$ cat src/rtl/keypad_scan_fifo.sv
// Keypad matrix scanner: column drive, whole-scan debounce with ghost rejection, key-code FIFO.
// Define KEYPAD_ASCII_MAP_EN (4x4 only) to emit ASCII legends instead of index+1 codes.
module keypad_scan_fifo #(
  parameter int NUM_COLS       = 4,
  parameter int NUM_ROWS       = 4,
  parameter int SETTLE_CYCLES  = 16,
  parameter int DEBOUNCE_SCANS = 3,
  parameter int FIFO_DEPTH     = 4
) (
  input  logic                clk,
  input  logic                rst_n,
  output logic [NUM_COLS-1:0] cols,
  input  logic [NUM_ROWS-1:0] rows,
  output logic [7:0]          out,
  output logic                key_ready,
  input  logic                key_read,
  output logic                overflow
);

  localparam int NK = NUM_ROWS * NUM_COLS;
  localparam int DW = (SETTLE_CYCLES > 1) ? $clog2(SETTLE_CYCLES) : 1;
  localparam int CW = (NUM_COLS > 1) ? $clog2(NUM_COLS) : 1;
  localparam int PW = $clog2(FIFO_DEPTH);
  localparam logic [DW-1:0] DWELL_LAST = DW'(SETTLE_CYCLES - 1);
  localparam logic [CW-1:0] COL_LAST   = CW'(NUM_COLS - 1);
  localparam logic [3:0]    DEB_N      = 4'(DEBOUNCE_SCANS);
  localparam logic [PW:0]   FULL_N     = (PW + 1)'(FIFO_DEPTH);

  typedef enum logic [1:0] {IDLE, PRESS_CHK, HELD, RELEASE_CHK} state_t;

  function automatic logic [7:0] key_code(input logic [7:0] k);
`ifdef KEYPAD_ASCII_MAP_EN
    case (k)
      8'd0:    key_code = 8'd49;  // '1'
      8'd1:    key_code = 8'd50;  // '2'
      8'd2:    key_code = 8'd51;  // '3'
      8'd3:    key_code = 8'd65;  // 'A'
      8'd4:    key_code = 8'd52;  // '4'
      8'd5:    key_code = 8'd53;  // '5'
      8'd6:    key_code = 8'd54;  // '6'
      8'd7:    key_code = 8'd66;  // 'B'
      8'd8:    key_code = 8'd55;  // '7'
      8'd9:    key_code = 8'd56;  // '8'
      8'd10:   key_code = 8'd57;  // '9'
      8'd11:   key_code = 8'd67;  // 'C'
      8'd12:   key_code = 8'd42;  // '*'
      8'd13:   key_code = 8'd48;  // '0'
      8'd14:   key_code = 8'd35;  // '#'
      8'd15:   key_code = 8'd68;  // 'D'
      default: key_code = 8'd0;
    endcase
`else
    key_code = k + 8'd1;
`endif
  endfunction

  // p0/p1: two-flop synchroniser for the asynchronous row inputs
  logic [NUM_ROWS-1:0] rows_p0, rows_p1;

  always_ff @(posedge clk) begin
    rows_p0 <= rows;
    rows_p1 <= rows_p0;
  end

  logic [DW-1:0] dwell;
  logic [CW-1:0] col;
  logic          last_dwell;

  assign last_dwell = (dwell == DWELL_LAST);

  always_ff @(posedge clk or negedge rst_n) begin
    if (!rst_n) begin
      dwell <= '0;
      col   <= '0;
    end else if (last_dwell) begin
      dwell <= '0;
      col   <= (col == COL_LAST) ? '0 : col + 1'b1;
    end else begin
      dwell <= dwell + 1'b1;
    end
  end

  // Column 0 drives the MSB; shift the one-hot right as the index advances.
  assign cols = {1'b1, {(NUM_COLS-1){1'b0}}} >> col;

  // p2: full-scan snapshot, vld_p2 pulses once the last column has been captured
  logic [NK-1:0] snap_p2;
  logic          vld_p2;

  always_ff @(posedge clk) begin
    if (last_dwell) begin
      for (int r = 0; r < NUM_ROWS; r++) begin
        snap_p2[r*NUM_COLS + int'(col)] <= rows_p1[r];
      end
    end
  end

  always_ff @(posedge clk or negedge rst_n) begin
    if (!rst_n) vld_p2 <= 1'b0;
    else        vld_p2 <= last_dwell && (col == COL_LAST);
  end

  logic       any_key, multi_key, one_key;
  logic [7:0] key_idx;

  always_comb begin
    any_key   = 1'b0;
    multi_key = 1'b0;
    key_idx   = '0;
    for (int i = 0; i < NK; i++) begin
      if (snap_p2[i]) begin
        if (any_key) multi_key = 1'b1;
        any_key = 1'b1;
        key_idx = 8'(i);
      end
    end
  end

  assign one_key = any_key && !multi_key;

  state_t     state, state_nxt;
  logic [7:0] cand, cand_nxt;
  logic [3:0] cnt, cnt_nxt;
  logic       push;

  always_ff @(posedge clk or negedge rst_n) begin
    if (!rst_n) begin
      state <= IDLE;
      cand  <= '0;
      cnt   <= '0;
    end else begin
      state <= state_nxt;
      cand  <= cand_nxt;
      cnt   <= cnt_nxt;
    end
  end

  always_comb begin
    state_nxt = state;
    cand_nxt  = cand;
    cnt_nxt   = cnt;
    push      = 1'b0;
    if (vld_p2) begin
      case (state)
        IDLE: begin
          if (one_key) begin
            cand_nxt = key_idx;
            cnt_nxt  = 4'd1;
            if (DEB_N == 4'd1) begin
              push      = 1'b1;
              state_nxt = HELD;
            end else begin
              state_nxt = PRESS_CHK;
            end
          end
        end
        PRESS_CHK: begin
          if (one_key && key_idx == cand) begin
            cnt_nxt = cnt + 4'd1;
            if (cnt + 4'd1 == DEB_N) begin
              push      = 1'b1;
              state_nxt = HELD;
            end
          end else if (one_key) begin
            cand_nxt = key_idx;
            cnt_nxt  = 4'd1;
          end else begin
            state_nxt = IDLE;
          end
        end
        HELD: begin
          if (!any_key) begin
            cnt_nxt   = 4'd1;
            state_nxt = (DEB_N == 4'd1) ? IDLE : RELEASE_CHK;
          end
        end
        RELEASE_CHK: begin
          if (!any_key) begin
            cnt_nxt = cnt + 4'd1;
            if (cnt + 4'd1 == DEB_N) state_nxt = IDLE;
          end else begin
            state_nxt = HELD;
          end
        end
        default: state_nxt = IDLE;
      endcase
    end
  end

  logic [7:0]    mem [FIFO_DEPTH];
  logic [PW-1:0] wr_ptr, rd_ptr;
  logic [PW:0]   fill;
  logic          pop, full, wr_en, drop;

  assign pop   = key_read && (fill != '0);
  assign full  = (fill == FULL_N);
  // A pop in the same cycle frees the slot, so a push into a full FIFO still lands.
  assign wr_en = push && (!full || pop);
  assign drop  = push && full && !pop;

  always_ff @(posedge clk) begin
    if (wr_en) mem[wr_ptr] <= key_code(key_idx);
  end

  always_ff @(posedge clk or negedge rst_n) begin
    if (!rst_n) begin
      wr_ptr   <= '0;
      rd_ptr   <= '0;
      fill     <= '0;
      overflow <= 1'b0;
    end else begin
      if (wr_en) wr_ptr <= wr_ptr + 1'b1;
      if (pop)   rd_ptr <= rd_ptr + 1'b1;
      case ({wr_en, pop})
        2'b10:   fill <= fill + 1'b1;
        2'b01:   fill <= fill - 1'b1;
        default: fill <= fill;
      endcase
      if (drop)                                     overflow <= 1'b1;
      else if (pop && !wr_en && fill == (PW+1)'(1)) overflow <= 1'b0;
    end
  end

  assign key_ready = (fill != '0);
  assign out       = key_ready ? mem[rd_ptr] : 8'd0;

endmodule

$ cat config.mk
export PLATFORM = sky130hd
export DESIGN_NAME = keypad_scan_fifo
export DESIGN_NICKNAME = d
export VERILOG_FILES = /design/src/rtl/keypad_scan_fifo.sv
export SDC_FILE = /design/constraint.sdc
export NUM_CORES = 1
export LEC_CHECK = 0
export CAP_MARGIN = 20
export CELL_PAD_IN_SITES_DETAIL_PLACEMENT = 1
export CELL_PAD_IN_SITES_GLOBAL_PLACEMENT = 2
export CORE_MARGIN = 5
export CORE_UTILIZATION = 40
export DETAILED_ROUTE_END_ITERATION = 8
export HOLD_SLACK_MARGIN = 0.15
export PLACE_DENSITY_LB_ADDON = 0.25
export RECOVER_POWER = 100
export SLEW_MARGIN = 20
export SYNTH_ARGS = -nofsm -noshare
export SYNTH_HDL_FRONTEND = slang
export SYNTH_SLANG_ARGS = --single-unit
$ cat constraint.sdc
create_clock -name clk -period 3.4 [get_ports clk]
set_clock_uncertainty 0.1 [all_clocks]
set_input_delay 0.51 -clock clk [delete_from_list [all_inputs] [get_ports clk]]
set_output_delay 0.51 -clock clk [all_outputs]
set_load 0.005 [all_outputs]
; Yosys cells after proc, flatten, opt, wreduce, memory -nomap -nowiden
; Memories as Yosys holds them, arrays and structs flattened.
; Cells that the tools add are included.
[word_totals]
inputBits = 7
output_inout_bits = 14
word_cells = 179
n_memories = 1
ram_bits = 32
register_bits = 53
[op_classes]
reduce_logical = 26
mux = 101
addsub = 11
magnitude_cmp = 8
eq_ne = 18
shifts = 1
[mem_list]
columns = memory, depth, width, read_ports, rd_ports_with_merged_regs, write_ports, line_no
row1 = mem, 4, 8, 1, 0, 1, 190  ; logic [7:0] mem [FIFO_DEPTH];
[ops]
columns = op, count
row1 = $mux 8, 17
row2 = $bwmux 16, 4
row3 = $mux 1, 59
row4 = $mux 4, 5
row5 = $mux 2, 8
row6 = $pmux 4 s4, 1
row7 = $pmux 8 s2, 1
row8 = $logic_and 1x1->1, 13
row9 = $demux 1 s4, 3
row10 = $add 4x2->5 const A, 2
row11 = $ge 5x1->1 const B, 2
row12 = $lt 5x5->1 const B, 2
row13 = $ne 3x3->1 const B, 3
row14 = $add 4x1->4 const B, 2
row15 = $add 8x1->8 const B, 1
row16 = $eq 2x2->1 const B, 4
row17 = $eq 8x8->1, 1
row18 = $ne 2x2->1 const B, 4
row19 = $pmux 2 s4, 1
row20 = $add 2x1->2 const B, 3
row21 = $pmux 3 s2, 1
row22 = $reduce_and 3->1, 2
row23 = $reduce_and 6->1, 1
row24 = $reduce_bool 2->1, 3
row25 = 18 further kinds, 22

; Logic depth before layout (Yosys ltp)
[depth]
depth_word = 43
ltp_mapped = 10
depth_no_buf = 9

; Worst setup path before layout
; OpenSTA, ideal clock, no wires.
[synth_path]
kind = register to register
startpoint = register snap_p2[6]
endpoint = memory mem[0][0] (enable)
synth_period_minus_slack_ps = 2798
slack_ps = 602
arrival_time_ps = 2383
path_buffers = 0
path_stages_with_launch = 9
path_cell_list = edfxtp_1 or4_4 o31a_2 nor2_1 and4_1 and2b_1 nand3_1 nor3b_2 and2_1
[synth_between]
elab_chain_cells = 28
elab_cells_between_ends = 49
classes_between = eq/ne (1) / mux (44) / reduce/logical (4)
[synth_lines]
columns = element, line_no
row1 = start: declaration, 87  ; logic [NK-1:0] snap_p2;
row2 = start signal: indexed assignment, 93  ; snap_p2[r*NUM_COLS + int'(col)] <= rows_p1[r];
row3 = $mux 1, 111  ; if (snap_p2[i]) begin
row4 = $mux 1, 112  ; if (any_key) multi_key = 1'b1;
row5 = $mux 1, 111
row6 = $mux 1, 112
row7 = $mux 1, 111
row8 = $mux 1, 112
row9 = $mux 1, 111
row10 = $mux 1, 112
row11 = [12 not listed], --
row12 = $logic_and 1x1->1, 119  ; assign one_key = any_key && !multi_key;
row13 = $logic_and 1x1->1 *, 158  ; if (one_key && key_idx == cand) begin
row14 = $mux 1 *, 158
row15 = $mux 1 *, 144  ; case (state)
row16 = $mux 1 *, 143  ; if (vld_p2) begin
row17 = $logic_and 1x1->1 *, 198  ; assign wr_en = push && (!full || pop);
row18 = $mux 1 *, 202  ; if (wr_en) mem[wr_ptr] <= key_code(key_idx);
row19 = $mux 1 (not written as such) *, 202
row20 = end: declaration, 190
; Every way passes the cells marked *; elsewhere a longest branch is shown, timed or not.

; Worst setup path in the final report
[layout_path]
startpoint = register snap_p2[12]
endpoint = register fill[1]
[layout_between]
elab_chain_cells = 16
elab_cells_between_ends = 27
classes_between = eq/ne (3) / mux (19) / reduce/logical (5)
[layout_lines]
columns = element, line_no
row1 = $mux 1, 111
row2 = $mux 1, 112
row3 = $mux 1, 111
row4 = $mux 1, 112
row5 = $mux 1, 111
row6 = $mux 1, 112
row7 = $mux 1, 111
row8 = $logic_not 1->1, 119
row9 = $logic_and 1x1->1, 119
row10 = $logic_and 1x1->1 *, 158
row11 = $mux 1 *, 158
row12 = $mux 1 *, 144
row13 = $mux 1 *, 143
row14 = $logic_and 1x1->1 *, 198
row15 = $eq 2x1->1 or $eq 2x2->1 (tied branches), 214  ; case ({wr_en, pop})
row16 = $pmux 3 s2 or $reduce_bool 2->1 (tied branches), --
row17 = end signal: assignment, 215  ; 2'b10: fill <= fill + 1'b1;
row18 = end signal: assignment, 216  ; 2'b01: fill <= fill - 1'b1;
row19 = end signal: assignment, 217  ; default: fill <= fill;
row20 = end: declaration, 192  ; logic [PW:0] fill;
; Marked as above.
; A chain may end at the register's enable or synchronous reset.

==> results.md <==
- Total GRT Usage: 12.9%
- Critical Path Sink Type: flop
- Pleak: 1.53 nW
- Vias in the first global route: 2,378
- Peak supply drop: 0.000188 V
- Area grow syn2layout: 12.3%
- Cts-stage hold buffer count: 0
- Number of port buffers: 17
- Via/cell ratio: 5.33
- Cell Area, Placed: 0.00381 mm2
- Critical Path RT: 3.56 ns
- Residual DRC: 0
- Top_reg_cell synth: edfxtp_1
- Total grt overflow: 0
- Reg-to-reg slack, setup: 0.28 ns
- Hold Path Origin: rows_p0[3]$_DFF_P_
- Die X: 104 um
- Post-place setup slack: 0.256 ns
- WHS Path Cells: 0
- Crit path from: snap_p2[12]$_DFFE_PP_
- Max-slew violation count: 0
- Max Fanout on Critical Path: 14
- Cell Area, Synth: 0.00352 mm2
- Hold Crit Class: flop to flop
- TritonCTS clock tree: done
- R2r worst-path depth: 9
- First-pass GRT wire length: 11,400 um
- Tcrit/Tclk final: 91.8%
- Fin nets: 345
- Htree depth: 3
- Detailed Place HPWL: 5150 um
- Startpoint types: flop
- Max Clock Freq: 320 MHz
- Footprint of the multi-input gates: 0.00150 mm2
- Register area: 0.00187 mm2
- Critical R2R Launch: snap_p2[12]$_DFFE_PP_
- Final instance area: 0.00395 mm2
- Root Driver: clkbuf_8
- Die height: 104 um
- Worst hold slack: 0.232 ns
- Routed wire per std cell: 15.4 um
- Largest net degree at the start of global routing: 26
- WL final: 6690 um
- Number of synthesized flops with an enable pin: 36
- DR pass1 iterations: 4
- PD cells: 458 mW/mm2
- Worst-Skew Late Latency: 0.33 ns
- Crit path DAT: 3.29 ns
- Gpl congestion: 0.738
- Ant diodes: 0
- Yosys warns: 0
- Mapped Cells: 299
- Vias: 2,319
- FFs w/ async S/R, synth: 36.2%
- Initial antenna violation count: 0
- Max clock buf depth: 2
- Fillers: 898
- Finish-stage setup viols: 0
- Distinct cells, synth: 65
- Minimum clock period: 3.12 ns
- Seq/Total Area, Yosys: 53.1%
- FF+latch count, synth: 69
- Tightest Pin Transition: 1.39 ns
- Worst-path clk slew: 0.08 ns
- Die area: 0.0108 mm2
- Share of cells above drive strength 1: 11.9%
- Io pins: 21
- Total power: 0.00181 W
- Row cnt: 34
- Reg2reg end: fill[1]$_DFFE_PN0P_
- CTS Buf Count: 9
- Worst setup margin: 0.278 ns
- Post-DRT Antenna Nets: 0
- RSZ-0062 raised after global routing: false
- Total clock sinks: 69
- Rel. slew slack: 7.06%
- Worst Hold Endpoint: rows_p1[3]$_DFF_P_
- Mean Syn Cell Area: 11.8 um2
- Initial DRC count: 64
- Setup tns final: 0 ns
- Initial Utilization: 40.7%
- Max-cap violations: 0
- Final hold vios: 0
- Core area: 0.00864 mm2
- Outcome: finished clean
- Crit path kind: flop to flop
==> per-layer routing <==
metal / vias to the layer above / GRT usage, % / wire length [um]
met5: - / 0 / 0
met2: 25 / 22.1 / 3480
met1: 1137 / 15.9 / 2960
li1: 1150 / - / -
met4: 0 / 5.00 / 85
met3: 7 / 2.55 / 164
==> what timing repair did <==
action,4_1_cts,5_1_grt
hold endpoints to repair,0,0
setup buffers,0,0
resized for setup,0,1
setup endpoints to repair,0,2
==> cell families (layout without fill, tap and decap cells) <==
logic type	count (synthesis)	in the layout	share of synthesized area (%)
AND/OR/NAND/NOR	106	106	18.2
flip-flops	69	69	53.1
AO/OA/AOI/OAI	57	57	11.6
buffers and inverters	29	55	3.63
adder cells (fa/ha/maj)	18	18	6.26
XOR/XNOR	10	10	2.70
multiplexers	9	9	4.48
other	1	3	0.107
==> report_power, final <==
group / internal [W] / switching (W)
clock: 0.000274 / 0.000327
sequential: 0.000910 / 0.0000598
combinational: 0.000115 / 0.000122
total: 0.00130 / 0.000509
==> stage by stage <==
step | util [%] | instances
2_1_floorplan | - | 301
3_3_place_gp | 44.1 | 419
3_5_place_dp | 44.1 | 419
4_1_cts | 46.2 | 435
5_1_grt | 45.7 | 435
6_report | 45.7 | 435
==> cell type report <==
| class | count | area share (%) |
|---|---|---|
| flip-flops and latches | 69 | 47.3 |
| inverters | 16 | 1.52 |
| clock inverters | 7 | 1.43 |
| well taps | 108 | 3.42 |
| clock buffers | 9 | 3.14 |
| repair buffers | 23 | 5.26 |
| multi-input cells | 203 | 38.0 |
==> worst max path at each step <==
| stage | to | depth (start not counted) |
|---|---|---|
| 2_1_floorplan | mem[0][0]$_DFFE_PP_ | 8 |
| 3_3_place_gp | mem[0][0]$_DFFE_PP_ | 8 |
| 3_5_place_dp | mem[0][1]$_DFFE_PP_ | 8 |
| 4_1_cts | mem[0][4]$_DFFE_PP_ | 8 |
| 5_1_grt | fill[1]$_DFFE_PN0P_ | 9 |
| 6_report | fill[1]$_DFFE_PN0P_ | 9 |
==> cell usage in the layout, fill, tap and decap left out, types with 3 or more instances in the layout <==
cell             count
or3_1                4
a21oi_1              7
clkbuf_8             9
inv_1               16
nand2b_1             6
nand4_1              3
nand3_1             10
nand2_1             14
and2_1              11
buf_4                4
clkdlybuf4s50_1      3
dlygate4sd3_1       14
xor2_1               6
and2_0               8
mux4_2               5
inv_6                3
xnor2_1              4
nor2b_1              3
edfxtp_1            36
ha_1                16
and3_1               3
o21ai_0             19
conb_1               3
nor3_1               9
mux2_2               4
dfxtp_1              8
a31oi_1              4
nor2_1              15
dfrtp_1             25
nor4_1               8
==> cell usage after synthesis, drive strengths merged (2+ instances only) <==
| master | n | area [um2] |
|---|---|---|
| dfrtp | 25 | 626 |
| nor2b | 3 | 18.8 |
| a21bo | 2 | 26.3 |
| or3 | 4 | 30.0 |
| and3 | 3 | 18.8 |
| ha | 16 | 200 |
| o311ai | 2 | 17.5 |
| maj3 | 2 | 20.0 |
| nand2 | 14 | 52.6 |
| and2 | 19 | 119 |
| a31oi | 4 | 25.0 |
| inv | 16 | 60.1 |
| a211oi | 2 | 20.0 |
| xor2 | 6 | 60.1 |
| nor2 | 15 | 56.3 |
| a311o | 2 | 20.0 |
| buf | 6 | 41.3 |
| dfxtp | 8 | 160 |
| clkbuf | 7 | 26.3 |
| o211ai | 2 | 15.0 |
| a21oi | 7 | 38.8 |
| o211a | 2 | 20.0 |
| or4 | 2 | 18.8 |
| mux2 | 4 | 45.0 |
| o31ai | 2 | 15.0 |
| o21ai | 21 | 109 |
| nand3 | 10 | 50.1 |
| nor4 | 10 | 98.8 |
| and4 | 2 | 17.5 |
| mux4 | 5 | 113 |
| nand2b | 6 | 37.5 |
| nor3 | 11 | 65.1 |
| edfxtp | 36 | 1080 |
| xnor2 | 4 | 35.0 |
| nand4 | 3 | 18.8 |
==> registers in the layout, indices dropped and copies added, names as in the netlist <==
register,flops
snap_p2,16
cnt,4
rows_p0,4
fill,3
rows_p1,4
wr_ptr,2
col,2
overflow,1
vld_p2,1
rd_ptr,2
cand,4
state,2
mem,20
dwell,4
==> critical path, cell delays in order (launching register included) <==
cell,delay (ns)
edfxtp_1,0.56
nor4_2,0.55
a21bo_1,0.33
xor2_1,0.18
or3_1,0.38
nor4_1,0.27
buf_4,0.26
nand4b_1,0.13
o311ai_0,0.17
nor3_2,0.13
Note: power is estimated with default switching activity, not from simulation.
